<file path="src/rtl/trig_delay_multi.sv">
// Multi-channel trigger delay: per-channel rising-edge detect, programmable delay and pulse width.
// Optional missed-trigger counters are built when TRIG_DELAY_MISS_CNT_EN is defined.
module trig_delay_multi #(
    parameter int unsigned NCH     = 4,
    parameter int unsigned DELAY_W = 8,
    parameter int unsigned WIDTH_W = 4,
    parameter int unsigned CNT_W   = 16
) (
    input  logic                   clk,
    input  logic                   rst,
    input  logic [NCH-1:0]         en,
    input  logic                   retrig_mode,
    input  logic [NCH-1:0]         trig_in,
    input  logic [NCH*DELAY_W-1:0] delay,
    input  logic [NCH*WIDTH_W-1:0] width,
    output logic [NCH-1:0]         trig_out,
    output logic [NCH-1:0]         busy
`ifdef TRIG_DELAY_MISS_CNT_EN
    ,
    output logic [NCH*CNT_W-1:0]   miss_cnt
`endif
);

    typedef enum logic [1:0] {
        S_IDLE,
        S_DELAY,
        S_PULSE
    } state_t;

    state_t             state_q [NCH];
    state_t             state_d [NCH];
    logic [DELAY_W-1:0] cnt_q   [NCH];
    logic [DELAY_W-1:0] cnt_d   [NCH];
    logic [DELAY_W-1:0] dlat_q  [NCH];
    logic [DELAY_W-1:0] dlat_d  [NCH];
    logic [WIDTH_W-1:0] pcnt_q  [NCH];
    logic [WIDTH_W-1:0] pcnt_d  [NCH];
    logic [WIDTH_W-1:0] wlat_q  [NCH];
    logic [WIDTH_W-1:0] wlat_d  [NCH];
    logic [DELAY_W-1:0] d_new   [NCH];
    logic [WIDTH_W-1:0] w_new   [NCH];

    logic [NCH-1:0] trig_q;
    logic [NCH-1:0] rise;
    logic [NCH-1:0] trig_out_d;
    logic [NCH-1:0] busy_d;

`ifdef TRIG_DELAY_MISS_CNT_EN
    logic [CNT_W-1:0] miss_q [NCH];
    logic [CNT_W-1:0] miss_d [NCH];
`endif

    always_comb begin
        rise = trig_in & ~trig_q;
        for (int unsigned i = 0; i < NCH; i++) begin
            d_new[i] = delay[i*DELAY_W +: DELAY_W];
            // A zero width still produces a one-cycle pulse.
            w_new[i] = (width[i*WIDTH_W +: WIDTH_W] == '0) ? WIDTH_W'(1)
                                                           : width[i*WIDTH_W +: WIDTH_W];
        end
    end

    always_comb begin
        for (int unsigned i = 0; i < NCH; i++) begin
            state_d[i] = state_q[i];
            cnt_d[i]   = cnt_q[i];
            dlat_d[i]  = dlat_q[i];
            pcnt_d[i]  = pcnt_q[i];
            wlat_d[i]  = wlat_q[i];
`ifdef TRIG_DELAY_MISS_CNT_EN
            miss_d[i]  = miss_q[i];
`endif
            if (!en[i]) begin
                state_d[i] = S_IDLE;
            end else if (rise[i] && (state_q[i] == S_IDLE || retrig_mode)) begin
                dlat_d[i]  = d_new[i];
                wlat_d[i]  = w_new[i];
                cnt_d[i]   = DELAY_W'(1);
                pcnt_d[i]  = WIDTH_W'(1);
                state_d[i] = (d_new[i] == '0) ? S_PULSE : S_DELAY;
            end else begin
                // Any rise reaching here hit a busy channel, including the final PULSE cycle.
`ifdef TRIG_DELAY_MISS_CNT_EN
                if (rise[i] && miss_q[i] != '1) begin
                    miss_d[i] = miss_q[i] + CNT_W'(1);
                end
`endif
                case (state_q[i])
                    S_DELAY: begin
                        if (cnt_q[i] == dlat_q[i]) begin
                            state_d[i] = S_PULSE;
                            pcnt_d[i]  = WIDTH_W'(1);
                        end else begin
                            cnt_d[i] = cnt_q[i] + DELAY_W'(1);
                        end
                    end
                    S_PULSE: begin
                        if (pcnt_q[i] == wlat_q[i]) begin
                            state_d[i] = S_IDLE;
                        end else begin
                            pcnt_d[i] = pcnt_q[i] + WIDTH_W'(1);
                        end
                    end
                    default: ;
                endcase
            end
            trig_out_d[i] = (state_d[i] == S_PULSE);
            busy_d[i]     = (state_d[i] != S_IDLE);
        end
    end

    always_ff @(posedge clk) begin
        if (!rst) begin
            trig_q   <= '0;
            trig_out <= '0;
            busy     <= '0;
            for (int unsigned i = 0; i < NCH; i++) begin
                state_q[i] <= S_IDLE;
                cnt_q[i]   <= '0;
                dlat_q[i]  <= '0;
                pcnt_q[i]  <= '0;
                wlat_q[i]  <= '0;
`ifdef TRIG_DELAY_MISS_CNT_EN
                miss_q[i]  <= '0;
`endif
            end
        end else begin
            trig_q   <= trig_in;
            trig_out <= trig_out_d;
            busy     <= busy_d;
            for (int unsigned i = 0; i < NCH; i++) begin
                state_q[i] <= state_d[i];
                cnt_q[i]   <= cnt_d[i];
                dlat_q[i]  <= dlat_d[i];
                pcnt_q[i]  <= pcnt_d[i];
                wlat_q[i]  <= wlat_d[i];
`ifdef TRIG_DELAY_MISS_CNT_EN
                miss_q[i]  <= miss_d[i];
`endif
            end
        end
    end

`ifdef TRIG_DELAY_MISS_CNT_EN
    always_comb begin
        miss_cnt = '0;
        for (int unsigned i = 0; i < NCH; i++) begin
            miss_cnt[i*CNT_W +: CNT_W] = miss_q[i];
        end
    end
`endif

endmodule

</file>
<file path="config.mk">
export PLATFORM = sky130hd
export DESIGN_NAME = trig_delay_multi
export DESIGN_NICKNAME = d
export VERILOG_FILES = /design/src/rtl/trig_delay_multi.sv
export SDC_FILE = /design/constraint.sdc
export NUM_CORES = 1
export LEC_CHECK = 0
export ABC_AREA = 1
export CAP_MARGIN = 25
export CORE_MARGIN = 4
export CORE_UTILIZATION = 35
export CTS_CLUSTER_DIAMETER = 60
export DETAILED_ROUTE_END_ITERATION = 8
export GPL_TIMING_DRIVEN = 0
export PLACE_DENSITY = 0.56
export SETUP_SLACK_MARGIN = 0.1
export SLEW_MARGIN = 20
export SYNTH_ARGS = -nofsm -noshare
export SYNTH_HDL_FRONTEND = slang
export SYNTH_SLANG_ARGS = --single-unit
</file>
<file path="constraint.sdc">
create_clock -name clk -period 1.95 [get_ports clk]
set_clock_uncertainty 0.2 [all_clocks]
set_input_delay 0.39 -clock clk [delete_from_list [all_inputs] [get_ports clk]]
set_output_delay 0.39 -clock clk [all_outputs]
set_load 0.02 [all_outputs]
</file>
# Word level (Yosys, flattened, before mapping)
# Memories as Yosys holds them, arrays and structs flattened.
# Cells that the tools add are included.
# Widths: inputs -> output; s select.
# word_totals
out_inout_bits	8
mem_bits_rw	104
memories	5
elab_cells	184
register_bits	12
# op_classes
eq_ne	20
n_reduce_logical	24
add_sub_neg	8
muxes	102
bitwise	22
# mem_list
memory	depth	width	read_ports	rd_clocked_by_memory_dff	write_ports	line	text
cnt_q	4	8	4	0	4	32	logic [DELAY_W-1:0] cnt_q [NCH];
dlat_q	4	8	4	0	4	34	logic [DELAY_W-1:0] dlat_q [NCH];
pcnt_q	4	4	4	0	4	36	logic [WIDTH_W-1:0] pcnt_q [NCH];
wlat_q	4	4	4	0	4	38	logic [WIDTH_W-1:0] wlat_q [NCH];
state_q	4	2	4	0	4	30	state_t state_q [NCH];
# op_table
op	count
$mux 8	32
$mux 4	36
$mux 2	24
$add 8x1->8 const B	4
$eq 8x8->1	4
$logic_not 8->1	4
$pmux 4 s2	4
$or 1x1->1	20
$add 4x1->4 const B	4
$eq 2x2->1 const B	8
$eq 4x4->1	4
$logic_not 4->1	4
$pmux 2 s2	4
$eq 2x1->1 const B	4
$logic_not 2->1	4
$reduce_bool 2->1	4
$and 4x4->4	1
$logic_and 1x1->1	4
$logic_or 1x1->1	4
$not 4->4	1
$mux 1	2

# Logic depth before layout (Yosys ltp)
# Gate-level depths: netlist of the first run.
# depth
depth_word	6
depth_mapped	14
depth_no_buf	14

# Worst setup path before layout of the first run
# OpenSTA, ideal clock, no wires.
# synth_timing
path_type	flip-flop to flip-flop
startpoint	memory state_q[1][1] (netlist name)
endpoint	memory pcnt_q[1][1]
period_less_slack_ns	1.725
path_stages_with_launch	12
t_required_ns	1.622
arrival_ns	1.397
path_slack_ns	0.225
n_path_buf	0
cell_sequence	dfxtp_1 inv_1 ha_1 or2_4 nand3_4 nand2_1 nor2_1 nor3_4 nand2_2 nand2_1 nand2_1 nor2_1
# synth_rtl
item	line
from (decl)	30
to (decl)	36

==> results.json, run 1 <==
{
  "post-place-ws_ps": -614,
  "power_density_nw_per_um2": 767,
  "synthMuxAreaShare": 0,
  "hold_viol": 0,
  "final_area_um2": 8730,
  "grt_use_met1": 0.235,
  "finalNetCount": 1200,
  "synthSimpleGateAreaFrac": 0.353,
  "synth-compound-area-share": 0.110,
  "yosysTopAreaCellShare": 0.347,
  "ys_types": 37,
  "yosys_warnings": 0,
  "worstHoldStart": "wlat_q[0][3]$_SDFFE_PN0P_",
  "holdWs_ps": 268,
  "postSynthCellCount": 1009,
  "die-area_um2": 21400,
  "root_buffer": "clkbuf_16",
  "rrSetupSlack_ps": 120,
  "io_pins": 67,
  "tightest_slew_ps": 806,
  "fmax_mhz": 546,
  "vias": 6417,
  "cp_slowest_cell": "dfxtp_2",
  "cts_sinks": 116,
  "antenna_found_initial": 0,
  "first_iter_violations": 296,
  "synth.area.top_cells": "dfxtp_1 (35%), nand2_1 (15%), inv_1 (7.9%), a21oi_1 (5.8%), nor2_1 (5.8%)",
  "hpwl_um": 12900,
  "die-width_um": 146,
  "fin_setup_tns_ps": 0,
  "track_usage": 0.170,
  "wl_per_cell_um": 13.4,
  "grtUsageMet2": 0.264,
  "layout_setup_ws_ps": 117,
  "use_met3": 0.0369,
  "worstPathCellList": "inv_2 -> ha_4 -> or2_4 -> nand3_4 -> buf_8 -> inv_8 -> nor4_4 -> nand3_1 -> a21oi_1",
  "r2r-start": "state_q[1][0]$_SDFF_PN0_",
  "die_h_um": 146,
  "gp_congestion": 0.853,
  "synth_area_um2": 6700,
  "ys_seq_elements": 116,
  "grt_pass1_vias": 5843,
  "min_to": "wlat_q[0][3]$_SDFFE_PN0P_",
  "rsz0062_at_grt": "yes",
  "first_pass_iters": 5,
  "initial_core_util": 0.357,
  "drive_above_1_share": 0.166,
  "hold_buffers": 0,
  "synthXorXnorAreaFrac": 0.0445,
  "final_common_cell": "nand2_1",
  "synth_top_cell_by_area": "dfxtp_1",
  "clk_latency_ps": 420,
  "grt_max_degree": 17,
  "slew_headroom": 0.463,
  "cpPeakStageDelay_ps": 350,
  "mostFrequentLayoutCells": "nand2_1 (270), inv_1 (136), dfxtp_1 (107)",
  "synth-seq-area-share": 0.347,
  "cts_max_level": 4,
  "cts_tree": "built",
  "maxCapViolCount": 0,
  "setup.worst_path.start_class": "flop",
  "areaGrowthSynthToFinish_pct": 30.4,
  "reg2reg_to": "pcnt_q[1][3]$_SDFFE_PN0P_",
  "cts_buffers": 17,
  "core_um2": 18800,
  "cp.arrival_ps": 1980,
  "cts.clk_slew.worst_paths_ps": 60,
  "antenna_cells": 0,
  "period_minus_slack_ps": 1830,
  "wl_um": 18300,
  "end_kind": "flop",
  "antenna_left": 0,
  "status": "finished, final reports clean",
  "ir_drop_mv": 0.617,
  "maxSlewViolCount": 0,
  "final.period_utilization": 0.940,
  "setup_viol": 0,
  "numPlacedInstances": 1308,
  "synth_fa_ha_area_frac": 0.0374,
  "path_max_fanout": 6,
  "port_buffers": 65,
  "crit_type": "flop to flop",
  "post_dp_cell_area_um2": 7640,
  "holdCritPathClass": "flop to flop",
  "required_ps": 2090,
  "r2r_cells": 9,
  "grt.busiest_layer": "met2",
  "synth_top_family_by_area": "simple AND/OR/NAND/NOR gates",
  "vias_per_cell": 4.69,
  "startpoint": "state_q[1][0]$_SDFF_PN0_",
  "syn_nets": 1088,
  "clock_path_buffers": 2,
  "avgSynthCellArea_um2": 6.64,
  "rows": 50,
  "hold_depth": 2,
  "grt_first_pass_wirelength_um": 29400,
  "drc": 0,
  "p_leak_nw": 3.78,
  "gr-total-overflow": 0,
  "instances_no_fill": 1368
}
## critical path: cells and delay by family, from the launching register on
kind / cells / cell delay [ps]
compound gates: 1 / 130
fa+ha+maj: 1 / 150
buf+inv: 3 / 260
flops: 1 / 350
simple gates: 4 / 660
## power by group
part | internal [mW] | leakage [nW] | switching (mW) | total (mW)
registers | 2.47 | 0.950 | 0.0695 | 2.54
logic | 0.398 | 2.54 | 0.577 | 0.975
clock network | 2.04 | 0.289 | 1.15 | 3.18
total | 4.90 | 3.78 | 1.80 | 6.70
## registers in the layout, indices dropped and copies added, names as in the netlist
signal	flops
cnt_q	32
state_q	8
trig_out	4
pcnt_q	16
wlat_q	16
trig_q	4
busy	4
dlat_q	32
## cell usage after synthesis, drive strengths merged
cell type and instances:
clkbuf 10, nand3 69, buf 17, nor2 113, inv 152, ha 20, nand2 293, xnor2 16
nor4 10, o21ai 51, xor2 18, nand4 13, clkinv 1, a21oi 85, a21boi 2, or2 3
a31oi 2, dfxtp 116, nor3 18
## stage by stage
step	power, mW	utilization
global placement	3.46	0.407
finish	6.70	0.465
detailed placement	3.46	0.407
global route	6.99	0.465
floorplan	3.13	-
CTS	6.71	0.448
## logic make-up (layout without fill, tap and decap cells)
group	after synthesis	after routing
flip-flops	116	116
AO/OA/AOI/OAI	140	140
adder cells (fa/ha/maj)	20	20
XOR/XNOR	34	34
AND/OR/NAND/NOR	519	519
buffers and inverters	180	305
## layer usage
layer	up-vias	routed length, µm
met3	30	797
met4	0	393
met5	-	0
li1	3409	-
met1	2858	8990
met2	120	8140
## area by class of cell
type                            count  area (µm²)
Inverter                          153         612
Fill cell                        1955       10000
Multi-Input combinational cell    713        3850
Clock buffer                       19         443
Clock inverter                     13         159
Timing Repair Buffer               93         850
Buffer                             27         195
Sequential cell                   116        2330
Tap cell                          234         293
## worst max-delay path by stage
stage | end | slack [ps] | cells past startpoint
floorplan | pcnt_q[1][1]$_SDFFE_PN0P_ | 230 | 11
global placement | wlat_q[3][3]$_SDFFE_PN0P_ | -650 | 9
detailed placement | wlat_q[3][3]$_SDFFE_PN0P_ | -610 | 9
CTS | pcnt_q[1][3]$_SDFFE_PN0P_ | 100 | 9
global route | pcnt_q[1][3]$_SDFFE_PN0P_ | 0.1 | 9
finish | pcnt_q[1][3]$_SDFFE_PN0P_ | 120 | 9
## repair_timing
action | 4_1_cts | 5_1_grt
resized for setup | 48 | 70
endpoints found under the setup margin | 110 | 93
pin swaps | 5 | 20
gates cloned | 0 | 0
buffers inserted | 8 | 20
Note: power is estimated with default switching activity, not from simulation.
==> run 2, diff against run 1 <==
CORE_MARGIN = 2   (was 4)
PLACE_DENSITY = not set   (was 0.56)
==> results.json, run 2 (synthesis gave the netlist of run 1 again) <==
{
  "fin_setup_tns_ps": 0,
  "cts.clk_slew.worst_paths_ps": 50,
  "grt_pass1_vias": 5915,
  "drc": 0,
  "cp.arrival_ps": 1960,
  "wl_per_cell_um": 13.3,
  "power.total_mw": 6.90,
  "path_max_fanout": 9,
  "initial_core_util": 0.357,
  "fmax_mhz": 557,
  "hold_viol": 0,
  "cts_max_level": 4,
  "vias_per_cell": 4.74,
  "die-area_um2": 20300,
  "fillers": 1880,
  "hold_buffers": 0,
  "wl_met2_um": 8220,
  "numPlacedInstances": 1308,
  "status": "finished, final reports clean",
  "gr-total-overflow": 0,
  "seq_area_um2": 2340,
  "end_kind": "flop",
  "tightest_slew_ps": 789,
  "core_um2": 18800,
  "period_minus_slack_ps": 1800,
  "cts_buffers": 17,
  "maxCapViolCount": 0,
  "cts_sinks": 116,
  "dr_wl_met3_um": 832,
  "track_usage": 0.183,
  "multi_input_area_um2": 3890,
  "antenna_found_initial": 0,
  "grt_max_degree": 17,
  "instances_no_fill": 1363,
  "setup_viol": 0,
  "io_pins": 67,
  "slew_headroom": 0.474,
  "power_density_nw_per_um2": 784,
  "hold_depth": 2,
  "final_core_util": 0.469,
  "vias": 6466,
  "wl_um": 18100,
  "die_h_um": 142,
  "clock_path_buffers": 2,
  "finalNetCount": 1196,
  "met1_length_um": 8710,
  "largest_registers": "cnt_q: 32 flops, dlat_q: 32 flops",
  "gp_congestion": 0.845,
  "p_leak_nw": 3.80,
  "top_layer": "met4",
  "rrSetupSlack_ps": 150,
  "ir_drop_mv": 0.630,
  "root_buffer": "clkbuf_16",
  "hpwl_um": 12600,
  "areaGrowthSynthToFinish_pct": 31.4,
  "die-width_um": 142,
  "grt_first_pass_wirelength_um": 29100,
  "antenna_cells": 0,
  "setup.worst_path.start_class": "flop",
  "mostFrequentLayoutCells": "nand2_1 (264), inv_1 (137), dfxtp_1 (104)",
  "antenna_left": 0,
  "rsz0062_at_grt": "yes",
  "required_ps": 2110,
  "holdCritPathClass": "flop to flop",
  "final_common_cell": "nand2_1",
  "rows": 50,
  "maxSlewViolCount": 0,
  "final.period_utilization": 0.921,
  "cts_tree": "built",
  "first_pass_iters": 5,
  "r2r_cells": 11,
  "drive_above_1_share": 0.167,
  "port_buffers": 65,
  "crit_type": "flop to flop",
  "clk_latency_ps": 420,
  "first_iter_violations": 434
}
-- run 2: cell types whose count changed in the layout (fill, tap and decap cells not counted), moves of 3 or more --
cell / delta
a21oi_1: -3
nand2_2: +4
a21oi_2: +3
nor2_1: +4
nand2_1: -6
dfxtp_1: -3
ha_1: +3
clkinv_4: -4
clkbuf_8: +3
buf_4: -8
nor2_2: -6
-- run 2: layout make-up --
| cell class | count | area share |
|---|---|---|
| well taps | 234 | 0.0333 |
| inverters | 153 | 0.0695 |
| repair buffers | 88 | 0.0951 |
| flip-flops and latches | 116 | 0.266 |
| repair inverters | 1 | 0.000995 |
| clock buffers | 22 | 0.0550 |
| clock inverters | 9 | 0.0171 |
| multi-input cells | 713 | 0.442 |
| plain buffers | 27 | 0.0212 |
-- run 2: power by group --
part           switching (mW)  internal, mW
Sequential             0.0706          2.47
Combinational           0.587         0.397
Clock                    1.12          2.26
-- run 2: final timing paths --
check | from | endpoint
worst min register to register | dlat_q[3][5]$_SDFFE_PN0P_ | dlat_q[3][5]$_SDFFE_PN0P_
worst max-delay path | state_q[1][0]$_SDFF_PN0_ | cnt_q[1][4]$_SDFFE_PN0P_
worst max register to register | state_q[1][0]$_SDFF_PN0_ | cnt_q[1][4]$_SDFFE_PN0P_
worst min-delay path | dlat_q[3][5]$_SDFFE_PN0P_ | dlat_q[3][5]$_SDFFE_PN0P_
-- run 2: routing by layer --
metal,vias up,track usage
li1,3393,-
met2,129,0.299
met3,24,0.0454
met5,-,0
met4,0,0.0526
met1,2920,0.240
-- run 2: timing repair --
| item | CTS | global route |
|---|---|---|
| endpoints found under the setup margin | 113 | 76 |
| pin swaps | 2 | 18 |
| resized for setup | 34 | 91 |
| cloned | 0 | 2 |
| buffers inserted | 11 | 11 |
-- run 2: stage by stage --
stage | setup WS (ps) | hold slack, ps | cell area, µm²
finish | 154 | 264 | 8800
detailed placement | -681 | 262 | 7640
global placement | -677 | 255 | 7640
floorplan | 225 | 243 | 6700
global route | 37.1 | 284 | 8800
CTS | 100 | 269 | 8420
-- run 2: worst max-delay path: stages (launching register included) --
cell	delay, ps
dfxtp_2	350
inv_2	40
ha_2	160
or2_4	230
nand3_4	120
nor2_4	80
buf_6	140
inv_6	70
nand2_8	80
nand2_1	90
nand3_1	70
nor2_1	100
==> run 3, diff against run 2 <==
clock period = 2 ns   (was 1.95 ns; I/O delays follow)
==> results.json, run 3 (synthesis gave the netlist of run 1 again) <==
{
  "final_area_um2": 8640,
  "die_h_um": 142,
  "root_buffer": "clkbuf_16",
  "clock_path_buffers": 2,
  "required_ps": 2120,
  "core_um2": 18800,
  "clk_latency_ps": 420,
  "wl_per_cell_um": 13.1,
  "vias": 6403,
  "antenna_found_initial": 0,
  "die-width_um": 142,
  "rsz0062_at_grt": "yes",
  "antenna_left": 0,
  "grtUsageMet2": 0.298,
  "rows": 50,
  "grt_max_degree": 17,
  "io_pins": 67,
  "wl_um": 17900,
  "hold_viol": 0,
  "tightest_slew_ps": 754,
  "setup.worst_path.start_class": "flop",
  "initial_core_util": 0.357,
  "fmax_mhz": 548,
  "hold_buffers": 0,
  "ir_drop_mv": 0.616,
  "grt.busiest_layer": "met2",
  "grt_pass1_vias": 5880,
  "switching_share": 0.255,
  "hpwl_um": 12600,
  "slew_headroom": 0.497,
  "path_max_fanout": 7,
  "instances_no_fill": 1359,
  "end_kind": "flop",
  "cts_tree": "built",
  "mostFrequentLayoutCells": "nand2_1 (272), inv_1 (140), dfxtp_1 (109)",
  "combPwrFrac": 0.138,
  "port_buffers": 65,
  "first_pass_iters": 5,
  "holdCritPathClass": "flop to flop",
  "grt_use_met1": 0.240,
  "use_met3": 0.0454,
  "maxCapViolCount": 0,
  "drc": 0,
  "p_leak_nw": 3.75,
  "final_common_cell": "nand2_1",
  "power_density_nw_per_um2": 774,
  "crit_type": "flop to flop",
  "gp_congestion": 0.845,
  "seqPwrFrac": 0.370,
  "areaGrowthSynthToFinish_pct": 29.1,
  "cts_buffers": 17,
  "final.period_utilization": 0.913,
  "numPlacedInstances": 1308,
  "cts_max_level": 4,
  "cp.arrival_ps": 1940,
  "first_iter_violations": 410,
  "setup_viol": 0,
  "internal_power_mw": 4.98,
  "maxSlewViolCount": 0,
  "final_core_util": 0.460,
  "die-area_um2": 20300,
  "finalNetCount": 1192,
  "grt_first_pass_wirelength_um": 29100,
  "track_usage": 0.183,
  "largest_registers": "cnt_q: 32 flops, dlat_q: 32 flops",
  "post_dp_cell_area_um2": 7640,
  "vias_per_cell": 4.71,
  "status": "finished, final reports clean",
  "cts.clk_slew.worst_paths_ps": 50,
  "cts_sinks": 116,
  "antenna_cells": 0,
  "gr-total-overflow": 0,
  "fin_setup_tns_ps": 0,
  "power.switching_mw": 1.71,
  "pwr-share-clk": 0.492,
  "period_minus_slack_ps": 1830,
  "drive_above_1_share": 0.141
}
==> run 3: cell count changes in the layout (fill, tap and decap cells not counted), moves of 2 or more <==
| cell | change |
|---|---|
| nand2_2 | -7 |
| nand2_1 | +8 |
| dfxtp_1 | +5 |
| a21oi_1 | +4 |
| a21oi_2 | -4 |
| dfxtp_2 | -5 |
| inv_1 | +3 |
| inv_4 | -2 |
| nand3_1 | +2 |
| inv_6 | -2 |
| o21ai_1 | -5 |
| o21ai_0 | +6 |
| buf_4 | -3 |
==> run 3: cell type report <==
type	instances	area (µm²)
clock buffers	22	484
clock inverters	9	150
well taps	234	293
fillers	1895	10100
flip-flops and latches	116	2330
repair buffers	84	786
repair inverters	1	5.00
multi-input cells	713	3810
plain buffers	27	180
inverters	153	599
==> run 3: power by group through the flow <==
stage          combinational (mW)  sequential (mW)  clock (mW)
6_report                    0.925             2.48        3.29
5_1_grt                      1.04             2.49        3.48
4_1_cts                     0.866             2.48        3.34
3_5_place_dp                0.844             2.53           0
3_3_place_gp                0.840             2.52           0
2_1_floorplan               0.540             2.51           0
==> run 3: critical path: stages (launching register included) <==
cell     delay [ps]
dfxtp_1         360
inv_1            80
ha_1            210
o21ai_2         160
inv_2           120
nor2_4          130
nand3_1         150
nand3_4         130
nand2_1          70
nand2_1          60
nor2_1           50
==> run 3: what timing repair did <==
item	in CTS	in global routing
resized for setup	24	56
pin swaps	0	20
setup endpoints to repair	106	89
gates cloned	0	1
buffers inserted	5	14
==> run 3: path summary, 6_finish.rpt <==
path         slack (ps)                      start  cells after the start                        end
max reg2reg         170   state_q[2][0]$_SDFF_PN0_                     10  pcnt_q[2][2]$_SDFFE_PN0P_
min reg2reg         260  dlat_q[3][5]$_SDFFE_PN0P_                      2  dlat_q[3][5]$_SDFFE_PN0P_
min                 260  dlat_q[3][5]$_SDFFE_PN0P_                      2  dlat_q[3][5]$_SDFFE_PN0P_
max                 170   state_q[2][0]$_SDFF_PN0_                     10  pcnt_q[2][2]$_SDFFE_PN0P_
==> run 3: through the flow <==
| stage | hold WS (ps) | power, mW | setup WS [ps] |
|---|---|---|---|
| CTS | 269 | 6.68 | 103 |
| floorplan | 243 | 3.05 | 275 |
| global route | 284 | 7.00 | 63.4 |
| global placement | 255 | 3.36 | -637 |
| detailed placement | 262 | 3.37 | -641 |
| finish | 264 | 6.69 | 175 |
==> run 3: metal layers <==
| layer | wire length [µm] | vias to the layer above |
|---|---|---|
| li1 | - | 3381 |
| met3 | 886 | 18 |
| met5 | 0 | - |
| met2 | 8210 | 130 |
| met4 | 208 | 0 |
| met1 | 8560 | 2874 |
